### src/rtl/jg_judge_seq.sv
// jg_judge_seq: registered, streaming X/Y sample judge.
// Each accepted sample yields X (sample >= THRESH) and Y (all-zeros/all-ones)
// flags. Mode 1 passes them through a per-flag consecutive-sample debouncer.
// Results sit in a one-entry valid/ready stage and are tallied by saturating
// event counters when they transfer.
//
// Output stage FSM:
//   state | meaning
//   EMPTY | no result held, out_valid=0, always ready for a sample
//   FULL  | x/y hold a result, out_valid=1, waiting for out_ready
module jg_judge_seq #(
    parameter int WIDTH  = 3,
    parameter int THRESH = 5,
    parameter int HOLD   = 3,
    parameter int CNT_W  = 8
) (
    input  logic             clk,
    input  logic             rst,
    input  logic             in_valid,
    output logic             in_ready,
    input  logic [WIDTH-1:0] abc,
    input  logic             mode,
    output logic             out_valid,
    input  logic             out_ready,
    output logic             x,
    output logic             y,
    input  logic             clr_cnt,
    output logic [CNT_W-1:0] x_count,
    output logic [CNT_W-1:0] y_count
);

    localparam int RUN_W = $clog2(HOLD + 1);
    localparam logic [RUN_W-1:0] HOLD_V  = RUN_W'(HOLD);
    localparam logic [RUN_W-1:0] RUN_ONE = RUN_W'(1);
    localparam logic [WIDTH-1:0] THR_V   = WIDTH'(THRESH);
    localparam logic [CNT_W-1:0] CNT_ONE = CNT_W'(1);

    typedef enum logic {EMPTY = 1'b0, FULL = 1'b1} state_t;

    state_t state, state_nxt;

    logic accept, transfer;
    logic x_raw, y_raw;
    logic db_x, db_y, db_x_nxt, db_y_nxt;
    logic [RUN_W-1:0] run_x, run_y, run_x_nxt, run_y_nxt;
    logic x_load, y_load;

    assign in_ready = !out_valid || out_ready;
    assign accept   = in_valid && in_ready;
    assign transfer = out_valid && out_ready;

    assign x_raw = (abc >= THR_V);
    assign y_raw = (abc == '0) || (abc == '1);

    // Debouncer next state: a flag flips only after HOLD consecutive disagreeing samples
    always_comb begin
        db_x_nxt  = db_x;
        run_x_nxt = run_x;
        if (x_raw == db_x) begin
            run_x_nxt = '0;
        end else if ((run_x + RUN_ONE) == HOLD_V) begin
            db_x_nxt  = x_raw;
            run_x_nxt = '0;
        end else begin
            run_x_nxt = run_x + RUN_ONE;
        end

        db_y_nxt  = db_y;
        run_y_nxt = run_y;
        if (y_raw == db_y) begin
            run_y_nxt = '0;
        end else if ((run_y + RUN_ONE) == HOLD_V) begin
            db_y_nxt  = y_raw;
            run_y_nxt = '0;
        end else begin
            run_y_nxt = run_y + RUN_ONE;
        end
    end

    // Debouncer state advances on every accept, independent of mode
    always_ff @(posedge clk or posedge rst) begin
        if (rst) begin
            db_x  <= 1'b0;
            db_y  <= 1'b0;
            run_x <= '0;
            run_y <= '0;
        end else if (accept) begin
            db_x  <= db_x_nxt;
            db_y  <= db_y_nxt;
            run_x <= run_x_nxt;
            run_y <= run_y_nxt;
        end
    end

    // Mode selects raw flags or the post-update debounced flags
    assign x_load = mode ? db_x_nxt : x_raw;
    assign y_load = mode ? db_y_nxt : y_raw;

    // Output stage state register
    always_ff @(posedge clk or posedge rst) begin
        if (rst) begin
            state <= EMPTY;
        end else begin
            state <= state_nxt;
        end
    end

    // Output stage next state: accept always fills, a bare transfer empties
    always_comb begin
        state_nxt = state;
        case (state)
            EMPTY: if (accept) state_nxt = FULL;
            FULL:  if (transfer && !accept) state_nxt = EMPTY;
            default: state_nxt = EMPTY;
        endcase
    end

    // Output stage outputs
    always_comb begin
        out_valid = (state == FULL);
    end

    // Held result: loaded on accept, stable otherwise
    always_ff @(posedge clk or posedge rst) begin
        if (rst) begin
            x <= 1'b0;
            y <= 1'b0;
        end else if (accept) begin
            x <= x_load;
            y <= y_load;
        end
    end

    // Saturating event counters; clear beats a same-cycle increment
    always_ff @(posedge clk or posedge rst) begin
        if (rst) begin
            x_count <= '0;
            y_count <= '0;
        end else if (clr_cnt) begin
            x_count <= '0;
            y_count <= '0;
        end else if (transfer) begin
            if (x && (x_count != '1)) x_count <= x_count + CNT_ONE;
            if (y && (y_count != '1)) y_count <= y_count + CNT_ONE;
        end
    end

endmodule

### config.mk
export PLATFORM = sky130hd
export DESIGN_NAME = jg_judge_seq
export DESIGN_NICKNAME = d
export VERILOG_FILES = /design/src/rtl/jg_judge_seq.sv
export SDC_FILE = /design/constraint.sdc
export NUM_CORES = 1
export LEC_CHECK = 0
export BUFFER_PORTS_ARGS = -buffer_cell sky130_fd_sc_hd__clkbuf_2
export CAP_MARGIN = 10
export CORE_MARGIN = 5
export CORE_UTILIZATION = 47
export DETAILED_ROUTE_END_ITERATION = 16
export PLACE_DENSITY = 0.74
export RECOVER_POWER = 25
export SKIP_CTS_REPAIR_TIMING = 1
export SYNTH_ARGS = -nofsm -noshare
export SYNTH_HDL_FRONTEND = slang
export SYNTH_SLANG_ARGS = --single-unit
### constraint.sdc
create_clock -name clk -period 1.5 [get_ports clk]
set_input_delay 0.075 -clock clk [delete_from_list [all_inputs] [get_ports clk]]
set_output_delay 0.075 -clock clk [all_outputs]
set_load 0.02 [all_outputs]
==> results.yml <==
outcome:
  outcome: "finished with violations"
  violated_checks: "setup timing"
worst_setup_path:
  timing.critical_path.from: "y_count[1]"
  cp_max_fo: 8
  arrival_ns: 1.78
  kind_of_start_point_of_the_critical_path: "flop"
  critical_path.reg2reg.endpoint: "y_count[5]"
  critical_path.reg2reg.startpoint: "y_count[1]"
  worst_setup_path_endpoint: "y_count[5]"
  worst-r2r-cell-count: 5
  regToRegSetupSlack_ns: -0.02
  critical_path_class: "flop to flop"
  timing.critical_path.required_ns: 1.75
  endpoint_kind: "flop"
synth:
  yosys_register_bits: 25
  yosys_warnings: 0
  avgSynthCellArea_um2: 9.89
  ys_seq_area_share_pct: 48.3
  synth.area.top_cells: "dfrtp_1 (48%), mux2i_1 (3.9%), o21ai_0 (3.5%)"
  synth_fp_nets: 142
  yosysUniqueCellTypes: 34
  yosys.area.top_type_share_pct: 48.3
  synth_top_cell_by_area: "dfrtp_1"
  post_synth_instance_area_um2: 1300
  synth_cells: 131
sta:
  timing.hold.ws_ns: 0.0904
  hold_viol: 0
  max_slew.worst_pin.slew_ns: 0.612
  final-max-slew-violation-count: 0
  max_slew_margin_pct: 59.2
  postLayoutSetupSlackWorst_ns: -0.0237
  timing.fmax_mhz: 656
  finalWorstPathRequiredPeriod_ns: 1.52
  worst_case_clock_skew_ns: 0.0211
  finalSetupTns_ns: -0.0237
  unrepaired_setup_endpoints_after_global_routing: "yes"
  timing.final.crit_share_pct: 102
  setup_violations: 1
floorplanning:
  effective_utilization_at_floorplan_pct: 47.8
  design.core.area_um2: 2710
  die_y_um: 62.5
  die_width_um: 62.5
  num_rows: 19
  ioPinCount: 29
  die-area_um2: 3910
power:
  power_switching_share_pct: 32.3
  switching_power_uw: 497
  power.static_leakage_nw: 0.737
  sequential_fraction_of_design_power_pct: 55.5
  power.total_mw: 1.54
  internal-power_mw: 1.04
  power-per-cell-area_nw_per_um2: 949
  power_frac_clock_pct: 20.4
  comb_power_share_pct: 24.1
  ir_worst_vdd_mv: 0.651
drt:
  postRouteAntennaNets: 0
  drt_iter0_markers: 39
  drtPass1Iterations: 4
  drcViolationCount: 0
  viasPerCell: 5.62
  detail_route.wl_per_cell_um: 13.9
  routed_wl_um: 2810
  vias: 1135
global_route:
  wire_length_of_the_first_global_routing_pass_um: 4830
  antenna_found_initial: 0
  gr-usage-all-layers_pct: 14.9
  maximum_number_of_pins_on_one_net_before_global_route_repair: 26
  grt_overflow_total: 0
  first_global_vias: 1103
clocking:
  cts.sinks: 25
  cts_htree_levels: 1
  tritoncts: "yes"
  clkTransAtPathRegs_ns: 0.13
  clk-insertion-delay-late_ns: 0.34
  tritoncts.num_buffers: 3
  clock_tree.buffer_depth: 2
  clock-root-buffer: "clkbuf_4"
run:
  timing.max_cap.violations: 0
placement:
  place_hpwl_um: 2130
  gp_congestion: 0.903
  port-buffer-count: 28
worst_hold_path:
  worstHoldPathCells: 3
  worst_hold_path_type: "primary input to flop"
finish:
  post_route_cells_drive_above_1_share_pct: 36.3
  layout_commonest_cell: "clkbuf_2"
  utilization_pct: 60.0
  syn_to_final_growth_pct: 25.4
  final_cell_mix: "clkbuf_2 (29), dfrtp_1 (19), nor2_1 (12)"
  layout.nets: 183
  diodes: 0
  nFillCells: 257
==> stage by stage <==
step,instances,area [µm²],worst slack (ns)
CTS,200,1590,-0.0467
finish,202,1630,-0.0237
floorplan,131,1330,-0.0488
detailed placement,196,1560,-0.0246
global placement,196,1560,0.0364
global route,202,1630,-0.111
==> how the worst min path moves through the flow <==
stage	start	to	slack, ns
2_1_floorplan	rst	db_x	0.10
3_3_place_gp	rst	y_count[2]	0.12
3_5_place_dp	rst	run_y[0]	0.12
4_1_cts	rst	x	-0.26
5_1_grt	mode	x	0.09
6_report	out_ready	out_valid	0.09
==> Yosys cell counts <==
| master | number |
|---|---|
| buf_4 | 1 |
| o211ai_1 | 2 |
| nor2_1 | 12 |
| dfrtp_1 | 25 |
| a31oi_1 | 1 |
| xnor2_1 | 5 |
| buf_1 | 1 |
| a211oi_1 | 1 |
| nor4_1 | 2 |
| clkbuf_1 | 1 |
| a21oi_1 | 6 |
| nand2b_1 | 3 |
| or3_1 | 2 |
| nand3_1 | 7 |
| a22o_1 | 1 |
| and3_2 | 1 |
| a211o_1 | 1 |
| and3_4 | 1 |
| nor3_1 | 2 |
| or2b_2 | 1 |
| o21ai_4 | 1 |
| and3_1 | 3 |
| ha_1 | 2 |
| mux2i_1 | 5 |
| mux2_2 | 2 |
| xor2_1 | 5 |
| nand2_1 | 10 |
| and4_1 | 1 |
| o31ai_1 | 3 |
| inv_1 | 4 |
| or3_2 | 2 |
| or4_1 | 3 |
| o21ai_0 | 9 |
| nand4_1 | 5 |
==> sequential cells by signal, indices dropped and copies added (netlist names) <==
signal     count
db_x           1
db_y           1
out_valid      1
run_x          2
run_y          2
x              1
x_count        8
y              1
y_count        8
==> logic make-up after synthesis <==
kind of cell	synth area share [%]
flops	48.3
fa+ha+maj	1.93
buf+inv	2.32
compound gates	12.4
simple gates	22.8
xor+xnor	6.76
mux	5.60
==> layer usage <==
metal | up-vias | routed length [µm] | GRT usage (%)
met2 | 23 | 1440 | 27.3
met3 | 5 | 132 | 3.60
li1 | 553 | - | -
met5 | - | 0 | 0
met1 | 554 | 1190 | 16.3
met4 | 0 | 43 | 5.84
==> critical path, stage by stage (launching register included) <==
cell     delay, ns
dfrtp_2       0.45
ha_4          0.17
nand4_1       0.16
o21ai_4       0.10
or4_1         0.47
a21oi_1       0.12
==> power by group through the flow <==
stage | registers [mW] | logic, mW | clock network (mW)
final | 0.856 | 0.372 | 0.315
after global routing | 0.871 | 0.418 | 0.354
after CTS | 0.854 | 0.371 | 0.329
after detailed placement | 0.865 | 0.371 | 0
after global placement | 0.859 | 0.353 | 0
after floorplan | 0.886 | 0.228 | 0
==> cell type report <==
cell class / instances / area (µm²) / area share (%)
clock inverter: 1 / 7.51 / 0.462
clock buffer: 3 / 22.5 / 1.39
tap: 31 / 38.8 / 2.39
timing repair buffer: 39 / 225 / 13.9
multi-input combinational: 99 / 683 / 42.0
inverter: 4 / 15.0 / 0.924
sequential: 25 / 633 / 39.0
No activity file was read; power rests on OpenSTA's default activity.
